<file path="config.mk">
export PLATFORM = sky130hd
export DESIGN_NAME = flash_cmd_engine
export DESIGN_NICKNAME = d
export VERILOG_FILES = /design/src/rtl/flash_cmd_engine.sv
export SDC_FILE = /design/constraint.sdc
export NUM_CORES = 1
export LEC_CHECK = 0
export BUFFER_PORTS_ARGS = -buffer_cell sky130_fd_sc_hd__buf_2
export CAP_MARGIN = 10
export CELL_PAD_IN_SITES_DETAIL_PLACEMENT = 1
export CELL_PAD_IN_SITES_GLOBAL_PLACEMENT = 1
export CORE_ASPECT_RATIO = 1.75
export CORE_UTILIZATION = 40
export CTS_CLUSTER_DIAMETER = 100
export DETAILED_ROUTE_END_ITERATION = 8
export PLACE_DENSITY = 0.81
export REMOVE_ABC_BUFFERS = 1
export SLEW_MARGIN = 20
export SYNTH_ARGS = -nofsm -noshare
export SYNTH_HDL_FRONTEND = slang
export SYNTH_SLANG_ARGS = --single-unit
</file>
<file path="constraint.sdc">
create_clock -name clk -period 4.91 [get_ports clk]
set_input_delay 0.2455 -clock clk [delete_from_list [all_inputs] [get_ports clk]]
set_output_delay 0.2455 -clock clk [all_outputs]
set_load 0.05 [all_outputs]
</file>
<file path="src/rtl/flash_cmd_engine.sv">
// rtl/flash_cmd_engine.sv - CFI (Intel-style) parallel NOR flash command engine
// Pins are registered from the next state so strobes never glitch between phases.
module flash_cmd_engine #(
  parameter int ADDR_W    = 22,
  parameter int DATA_W    = 16,
  parameter int WE_PULSE  = 1,
  parameter int READ_WAIT = 4,
  parameter int TIMEOUT_W = 20
) (
  input  logic              clk,
  input  logic              rst,
  input  logic              req_valid,
  output logic              req_ready,
  input  logic [1:0]        req_op,
  input  logic [ADDR_W-1:0] req_addr,
  input  logic [DATA_W-1:0] req_wdata,
  output logic              resp_valid,
  output logic [DATA_W-1:0] resp_rdata,
  output logic [1:0]        resp_err,
  output logic [ADDR_W:0]   flash_addr,
  output logic [DATA_W-1:0] flash_dq_o,
  output logic              flash_dq_oe,
  input  logic [DATA_W-1:0] flash_dq_i,
  output logic              flash_ce_n,
  output logic              flash_we_n,
  output logic              flash_oe_n,
  output logic              flash_byte_n,
  output logic              flash_rp_n,
  output logic              flash_vpen
);

  localparam logic [3:0] S_IDLE     = 4'd0;
  localparam logic [3:0] S_C1_WE    = 4'd1;
  localparam logic [3:0] S_C1_HOLD  = 4'd2;
  localparam logic [3:0] S_C2_WE    = 4'd3;
  localparam logic [3:0] S_C2_HOLD  = 4'd4;
  localparam logic [3:0] S_RD_OE    = 4'd5;
  localparam logic [3:0] S_SR_WE    = 4'd6;
  localparam logic [3:0] S_SR_HOLD  = 4'd7;
  localparam logic [3:0] S_SR_OE    = 4'd8;
  localparam logic [3:0] S_SR_GAP   = 4'd9;
  localparam logic [3:0] S_CLR_WE   = 4'd10;
  localparam logic [3:0] S_CLR_HOLD = 4'd11;
  localparam logic [3:0] S_RESP     = 4'd12;

  localparam logic [1:0] OP_READ  = 2'b00;
  localparam logic [1:0] OP_PROG  = 2'b01;
  localparam logic [1:0] OP_ERASE = 2'b10;
  localparam logic [1:0] OP_STAT  = 2'b11;

  localparam logic [1:0] ERR_OK  = 2'b00;
  localparam logic [1:0] ERR_PE  = 2'b01;
  localparam logic [1:0] ERR_VPP = 2'b10;
  localparam logic [1:0] ERR_TMO = 2'b11;

  localparam int CNT_MAX = (WE_PULSE > READ_WAIT) ? WE_PULSE : READ_WAIT;
  localparam int CNT_W   = (CNT_MAX > 1) ? $clog2(CNT_MAX) : 1;

  logic [3:0]           state_q, state_d;
  logic [CNT_W-1:0]     cnt_q, cnt_d;
  logic [TIMEOUT_W-1:0] tmo_q, tmo_d;
  logic [7:0]           status_q, status_d;
  logic [DATA_W-1:0]    pend_data_q, pend_data_d;
  logic [1:0]           pend_err_q, pend_err_d;
  logic                 array_mode_q, array_d;
  logic [1:0]           op_q, op_n;
  logic [ADDR_W-1:0]    addr_q;
  logic [DATA_W-1:0]    wdata_q;
  logic [DATA_W-1:0]    dq_d;
  logic                 accept, last_we, last_rd, timed_out;
  logic                 we_low_d, oe_low_d, drive_d, ce_low_d;

  function automatic logic [DATA_W-1:0] cmd1_for(input logic [1:0] op);
    case (op)
      OP_READ:  cmd1_for = DATA_W'(8'hFF);
      OP_PROG:  cmd1_for = DATA_W'(8'h40);
      OP_ERASE: cmd1_for = DATA_W'(8'h20);
      default:  cmd1_for = DATA_W'(8'h70);
    endcase
  endfunction

  assign req_ready    = (state_q == S_IDLE);
  assign accept       = req_valid && req_ready;
  assign op_n         = accept ? req_op : op_q;
  assign last_we      = (cnt_q == CNT_W'(WE_PULSE - 1));
  assign last_rd      = (cnt_q == CNT_W'(READ_WAIT - 1));
  assign timed_out    = (op_q != OP_STAT) && (tmo_q == '1);
  assign flash_addr   = {addr_q, 1'b0};
  assign flash_byte_n = 1'b1;
  assign flash_rp_n   = 1'b1;
  assign flash_vpen   = 1'b1;

  always_comb begin
    state_d     = state_q;
    cnt_d       = cnt_q + CNT_W'(1);
    tmo_d       = tmo_q;
    status_d    = status_q;
    pend_data_d = pend_data_q;
    pend_err_d  = pend_err_q;
    array_d     = array_mode_q;
    case (state_q)
      S_IDLE: begin
        if (accept) begin
          if (req_op == OP_READ) begin
            state_d = array_mode_q ? S_RD_OE : S_C1_WE;
          end else begin
            array_d = 1'b0;
            state_d = (req_op == OP_STAT) ? S_SR_WE : S_C1_WE;
          end
        end
      end
      S_C1_WE:   if (last_we) state_d = S_C1_HOLD;
      S_C1_HOLD: state_d = (op_q == OP_READ) ? S_RD_OE : S_C2_WE;
      S_C2_WE:   if (last_we) state_d = S_C2_HOLD;
      S_C2_HOLD: state_d = S_SR_WE;
      S_RD_OE: begin
        if (last_rd) begin
          pend_data_d = flash_dq_i;
          pend_err_d  = ERR_OK;
          array_d     = 1'b1;
          state_d     = S_RESP;
        end
      end
      S_SR_WE: begin
        tmo_d = '0;
        if (last_we) state_d = S_SR_HOLD;
      end
      S_SR_HOLD: state_d = S_SR_OE;
      S_SR_OE: begin
        tmo_d = tmo_q + TIMEOUT_W'(1);
        if (timed_out) begin
          pend_data_d = {{(DATA_W-8){1'b0}}, status_q};
          pend_err_d  = ERR_TMO;
          state_d     = S_RESP;
        end else if (last_rd) begin
          // Error bits are only meaningful once SR7 reports ready; SR3 outranks SR5/SR4.
          status_d    = flash_dq_i[7:0];
          pend_data_d = {{(DATA_W-8){1'b0}}, flash_dq_i[7:0]};
          pend_err_d  = ERR_OK;
          if (op_q == OP_STAT) begin
            state_d = S_RESP;
          end else if (!flash_dq_i[7]) begin
            state_d = S_SR_GAP;
          end else if (flash_dq_i[3]) begin
            pend_err_d = ERR_VPP;
            state_d    = S_CLR_WE;
          end else if (flash_dq_i[5] || flash_dq_i[4]) begin
            pend_err_d = ERR_PE;
            state_d    = S_CLR_WE;
          end else begin
            state_d = S_RESP;
          end
        end
      end
      S_SR_GAP: begin
        tmo_d = tmo_q + TIMEOUT_W'(1);
        if (timed_out) begin
          pend_data_d = {{(DATA_W-8){1'b0}}, status_q};
          pend_err_d  = ERR_TMO;
          state_d     = S_RESP;
        end else begin
          state_d = S_SR_OE;
        end
      end
      S_CLR_WE:   if (last_we) state_d = S_CLR_HOLD;
      S_CLR_HOLD: state_d = S_RESP;
      S_RESP:     state_d = S_IDLE;
      default:    state_d = S_IDLE;
    endcase
    if (state_d != state_q) cnt_d = '0;
  end

  always_comb begin
    dq_d     = flash_dq_o;
    we_low_d = 1'b0;
    oe_low_d = 1'b0;
    drive_d  = 1'b0;
    case (state_d)
      S_C1_WE, S_C1_HOLD:   dq_d = cmd1_for(op_n);
      S_C2_WE, S_C2_HOLD:   dq_d = (op_q == OP_PROG) ? wdata_q : DATA_W'(8'hD0);
      S_SR_WE, S_SR_HOLD:   dq_d = DATA_W'(8'h70);
      S_CLR_WE, S_CLR_HOLD: dq_d = DATA_W'(8'h50);
      default:              dq_d = flash_dq_o;
    endcase
    case (state_d)
      S_C1_WE, S_C2_WE, S_SR_WE, S_CLR_WE: begin
        we_low_d = 1'b1;
        drive_d  = 1'b1;
      end
      S_C1_HOLD, S_C2_HOLD, S_SR_HOLD, S_CLR_HOLD: drive_d = 1'b1;
      S_RD_OE, S_SR_OE: oe_low_d = 1'b1;
      default: drive_d = 1'b0;
    endcase
    ce_low_d = (state_d != S_IDLE) && (state_d != S_RESP);
  end

  always_ff @(posedge clk) begin
    if (rst) begin
      state_q      <= S_IDLE;
      cnt_q        <= '0;
      tmo_q        <= '0;
      status_q     <= '0;
      pend_data_q  <= '0;
      pend_err_q   <= ERR_OK;
      array_mode_q <= 1'b0;
      op_q         <= OP_READ;
      addr_q       <= '0;
      wdata_q      <= '0;
      resp_valid   <= 1'b0;
      resp_rdata   <= '0;
      resp_err     <= ERR_OK;
      flash_dq_o   <= '0;
      flash_dq_oe  <= 1'b0;
      flash_ce_n   <= 1'b1;
      flash_we_n   <= 1'b1;
      flash_oe_n   <= 1'b1;
    end else begin
      state_q      <= state_d;
      cnt_q        <= cnt_d;
      tmo_q        <= tmo_d;
      status_q     <= status_d;
      pend_data_q  <= pend_data_d;
      pend_err_q   <= pend_err_d;
      array_mode_q <= array_d;
      if (accept) begin
        op_q    <= req_op;
        addr_q  <= req_addr;
        wdata_q <= req_wdata;
      end
      resp_valid <= (state_d == S_RESP);
      if (state_d == S_RESP) begin
        resp_rdata <= pend_data_d;
        resp_err   <= pend_err_d;
      end
      flash_dq_o  <= dq_d;
      flash_dq_oe <= drive_d;
      flash_ce_n  <= !ce_low_d;
      flash_we_n  <= !we_low_d;
      flash_oe_n  <= !oe_low_d;
    end
  end

endmodule

</file>
==> metrics.md <==
| Metric | Value |
|---|---|
| Setup ws final | 1.43 ns |
| Final core utilization | 0.505 |
| Detailed Route Iter0 Violations | 213 |
| Drt first pass iters | 4 |
| Psw | 1.65 mW |
| Die ar. | 0.0145 mm2 |
| Pwr Density | 601 mW/mm2 |
| Startpoint Class | flip-flop |
| Post-synthesis mux area share | 0.0316 |
| Relative slew slack | 0.272 |
| Vias in the first global route | 5284 |
| CTS Buf Count | 17 |
| Worst Hold Class | in2reg |
| Setup TNS | 0 ns |
| Post-synthesis async set-or-reset flop share | 0 |
| Largest net degree at the start of global routing | 67 |
| Longest Clk Path Bufs | 2 |
| CP max FO | 17 |
| Critical path endpoint category | flip-flop |
| Max-cap violations | 0 |
| Cell Int Power | 2.46 mW |
| Fin. Hold Viols | 0 |
| Reg-to-reg critical path endpoint | flash_dq_o[5] |
| Clock sink total | 132 |
| Final Max Tran Viols | 0 |
| Yosys warnings | 0 |
| Worst slack at placement | 1.41 ns |
| Xor and xnor area share after synthesis | 0.00783 |
| Yosys reg bits | 132 |
| Start point of the worst hold path | req_addr[20] |
| # setup viols final | 0 |
| Worst clock skew | 0.0192 ns |
| Worst path arrival time | 3.79 ns |
| Wl on met1 | 5970 um |
| Most frequent cells in the layout | dfxtp_1 (132), buf_2 (119), nand2_1 (103), nor2_1 (85), a21oi_1 (60) |
| Synth top area share | 0.473 |
| Register area share after synthesis | 0.473 |
| Area growth syn-to-layout | 22.1% |
| Ys flop type | dfxtp_1 |
| Final weighted congestion in routability-driven placement | 0.830 |
| Largest family of logic cells by synthesized area | simple AND/OR/NAND/NOR gates |
| First-pass GRT wire length | 25300 um |
| Residual DRC | 0 |
| CTS tree | done |
| Placed cell area | 0.00622 mm2 |
| Flop pwr share | 0.328 |
| Setup bufs post-CTS | 0 |
| Ports | 125 |
| Post-Synth Adder-Cell Area | 0.0134 |
| NumNets Final | 806 |
| Cells after Synth | 639 |
| Post-synth EDFFs | 0 |
| Final ANT Viol Nets | 0 |
| Post-synth design cell area | 0.00559 mm2 |
| Share of cells above drive strength 1 | 0.243 |
| GRT Residual Overflow | 0 |
| Sw Share | 0.401 |
| Dominant cell type by area after synthesis | dfxtp_1 |
| Fin crit period | 3.48 ns |
| Clock share of power | 0.318 |
| DR WL/cell | 17.1 um |
| Num rows | 56 |
| Clk_lat worst skew | 0.42 ns |
| Post-Layout Inst Area | 0.00683 mm2 |
| Worst reg2reg path startpoint | state_q[3] |
| Combinational power share | 0.354 |
| Die X | 91.4 um |
| Reg2reg path depth | 7 |
| Starting Density | 0.413 |
| Most common cell after layout, fill and taps aside | dfxtp_1 |
| IO Port Bufs | 120 |
| Post-synthesis simple-gate area fraction | 0.229 |
| Routed wl met3 | 522 um |
| Worst Hold Depth | 3 |
| Crit path kind | reg2reg |
| DP HPWL | 11000 um |
| Cts repair resizes | 0 |
| Top Layer Used | met4 |
| Initial antenna violation count | 0 |
| Worst-Margin Slew | 1.09 ns |
| Antenna cells | 0 |
| CP required | 5.21 ns |
| GRT Util Overall | 0.223 |
| Worst vdd ir | 0.384 mV |
| Htree depth | 4 |
| Complex-gate fraction of the synthesized area | 0.194 |
| Tcrit/Tclk final | 0.710 |
| Worst reg2reg setup slack | 1.43 ns |
| Mean Syn Cell Area | 8.75 um2 |
| Hold EP | addr_q[20] |
| Unrepaired setup endpoints after global routing | false |
| Detailed Route WL | 15900 um |
| Fmax | 287 MHz |
| Root buffer cell | clkbuf_16 |
| Vias per inst | 5.42 |
| Worst-path clk slew | 0.06 ns |
| Chip Height | 158 um |
| Core area | 0.0135 mm2 |
| Routed wl met2 | 8960 um |
| Hold_buf cts | 0 |
| Leak | 2.77 nW |
| Run status | complete, no violations |
| Synth area leaders | dfxtp_1 (47%), nand2_1 (6.9%), nor2_1 (5.7%) |
| Synth unique cells | 67 |
| Via Count | 5033 |
## per-layer routing
layer  vias to the layer above  track usage
li1                       2439            -
met1                      2453        0.224
met2                       109        0.434
met3                        32       0.0468
met4                         0        0.105
met5                         -            0
## worst max-delay path: stages (launching register included)
cell and delay (ns):
dfxtp_1 0.60, nor3b_4 0.44, nand2_2 0.22, nor4_4 0.60, or2_1 0.26, or4_1 0.13, and3_1 0.69, mux2_2 0.42
## how the worst max path moves through the flow
| stage | startpoint | to | slack (ns) |
|---|---|---|---|
| floorplan | state_q[3] | flash_dq_o[5] | 1.26 |
| global placement | state_q[3] | flash_dq_o[5] | 1.60 |
| detailed placement | state_q[3] | flash_dq_o[5] | 1.41 |
| CTS | state_q[3] | flash_dq_o[5] | 1.38 |
| global route | state_q[3] | flash_dq_o[5] | 1.18 |
| finish | state_q[3] | flash_dq_o[5] | 1.43 |
## stage by stage
step / hold slack (ns) / power, mW / std cells
3_5_place_dp: 0.443 / 2.82 / 896
3_3_place_gp: 0.430 / 2.77 / 896
2_1_floorplan: 0.312 / 2.42 / 599
6_report: 0.0552 / 4.10 / 928
5_1_grt: 0.0594 / 4.31 / 928
4_1_cts: 0.0523 / 4.14 / 928
## cell type report
type / count / area (um2)
fillers: 1633 / 6690
multi-input cells: 452 / 2680
flip-flops and latches: 132 / 2640
repair buffers: 123 / 626
clock buffers: 19 / 433
well taps: 174 / 218
clock inverters: 13 / 173
inverters: 15 / 56.3
## registers in the layout, summed over array words and instances (netlist names)
| register | cells |
|---|---|
| resp_err | 2 |
| pend_data_q | 16 |
| addr_q | 22 |
| resp_valid | 1 |
| cnt_q | 2 |
| flash_dq_oe | 1 |
| array_mode_q | 1 |
| flash_dq_o | 16 |
| status_q | 8 |
| pend_err_q | 2 |
| state_q | 4 |
| op_q | 2 |
| wdata_q | 16 |
| flash_oe_n | 1 |
| flash_ce_n | 1 |
| resp_rdata | 16 |
| tmo_q | 20 |
| flash_we_n | 1 |
## power by group through the flow
stage	clock network [mW]	registers, mW	logic, mW
after floorplan	0	1.63	0.792
after global placement	0	1.36	1.41
after detailed placement	0	1.37	1.45
after CTS	1.33	1.34	1.47
after global routing	1.37	1.37	1.57
final	1.31	1.34	1.45
## synthesized netlist by cell type (6+ instances only)
library cell and number:
dfxtp_1 132, nand2_1 103, nor2_1 85, a21oi_1 60, clkbuf_1 25, nand3_1 20, a211oi_1 17, inv_1 15
mux2i_1 12, o21ai_0 11, a22oi_1 10, nor3_1 10, a22o_1 9, a32o_1 8, buf_2 7, buf_4 7
o21a_1 7, ha_1 6
## logic make-up after synthesis
group | after synthesis
XOR/XNOR | 5
adder cells (fa/ha/maj) | 6
AND/OR/NAND/NOR | 268
flip-flops | 132
buffers and inverters | 57
multiplexers | 17
other | 2
AO/OA/AOI/OAI | 152
Power figures use the tool's default switching activity.
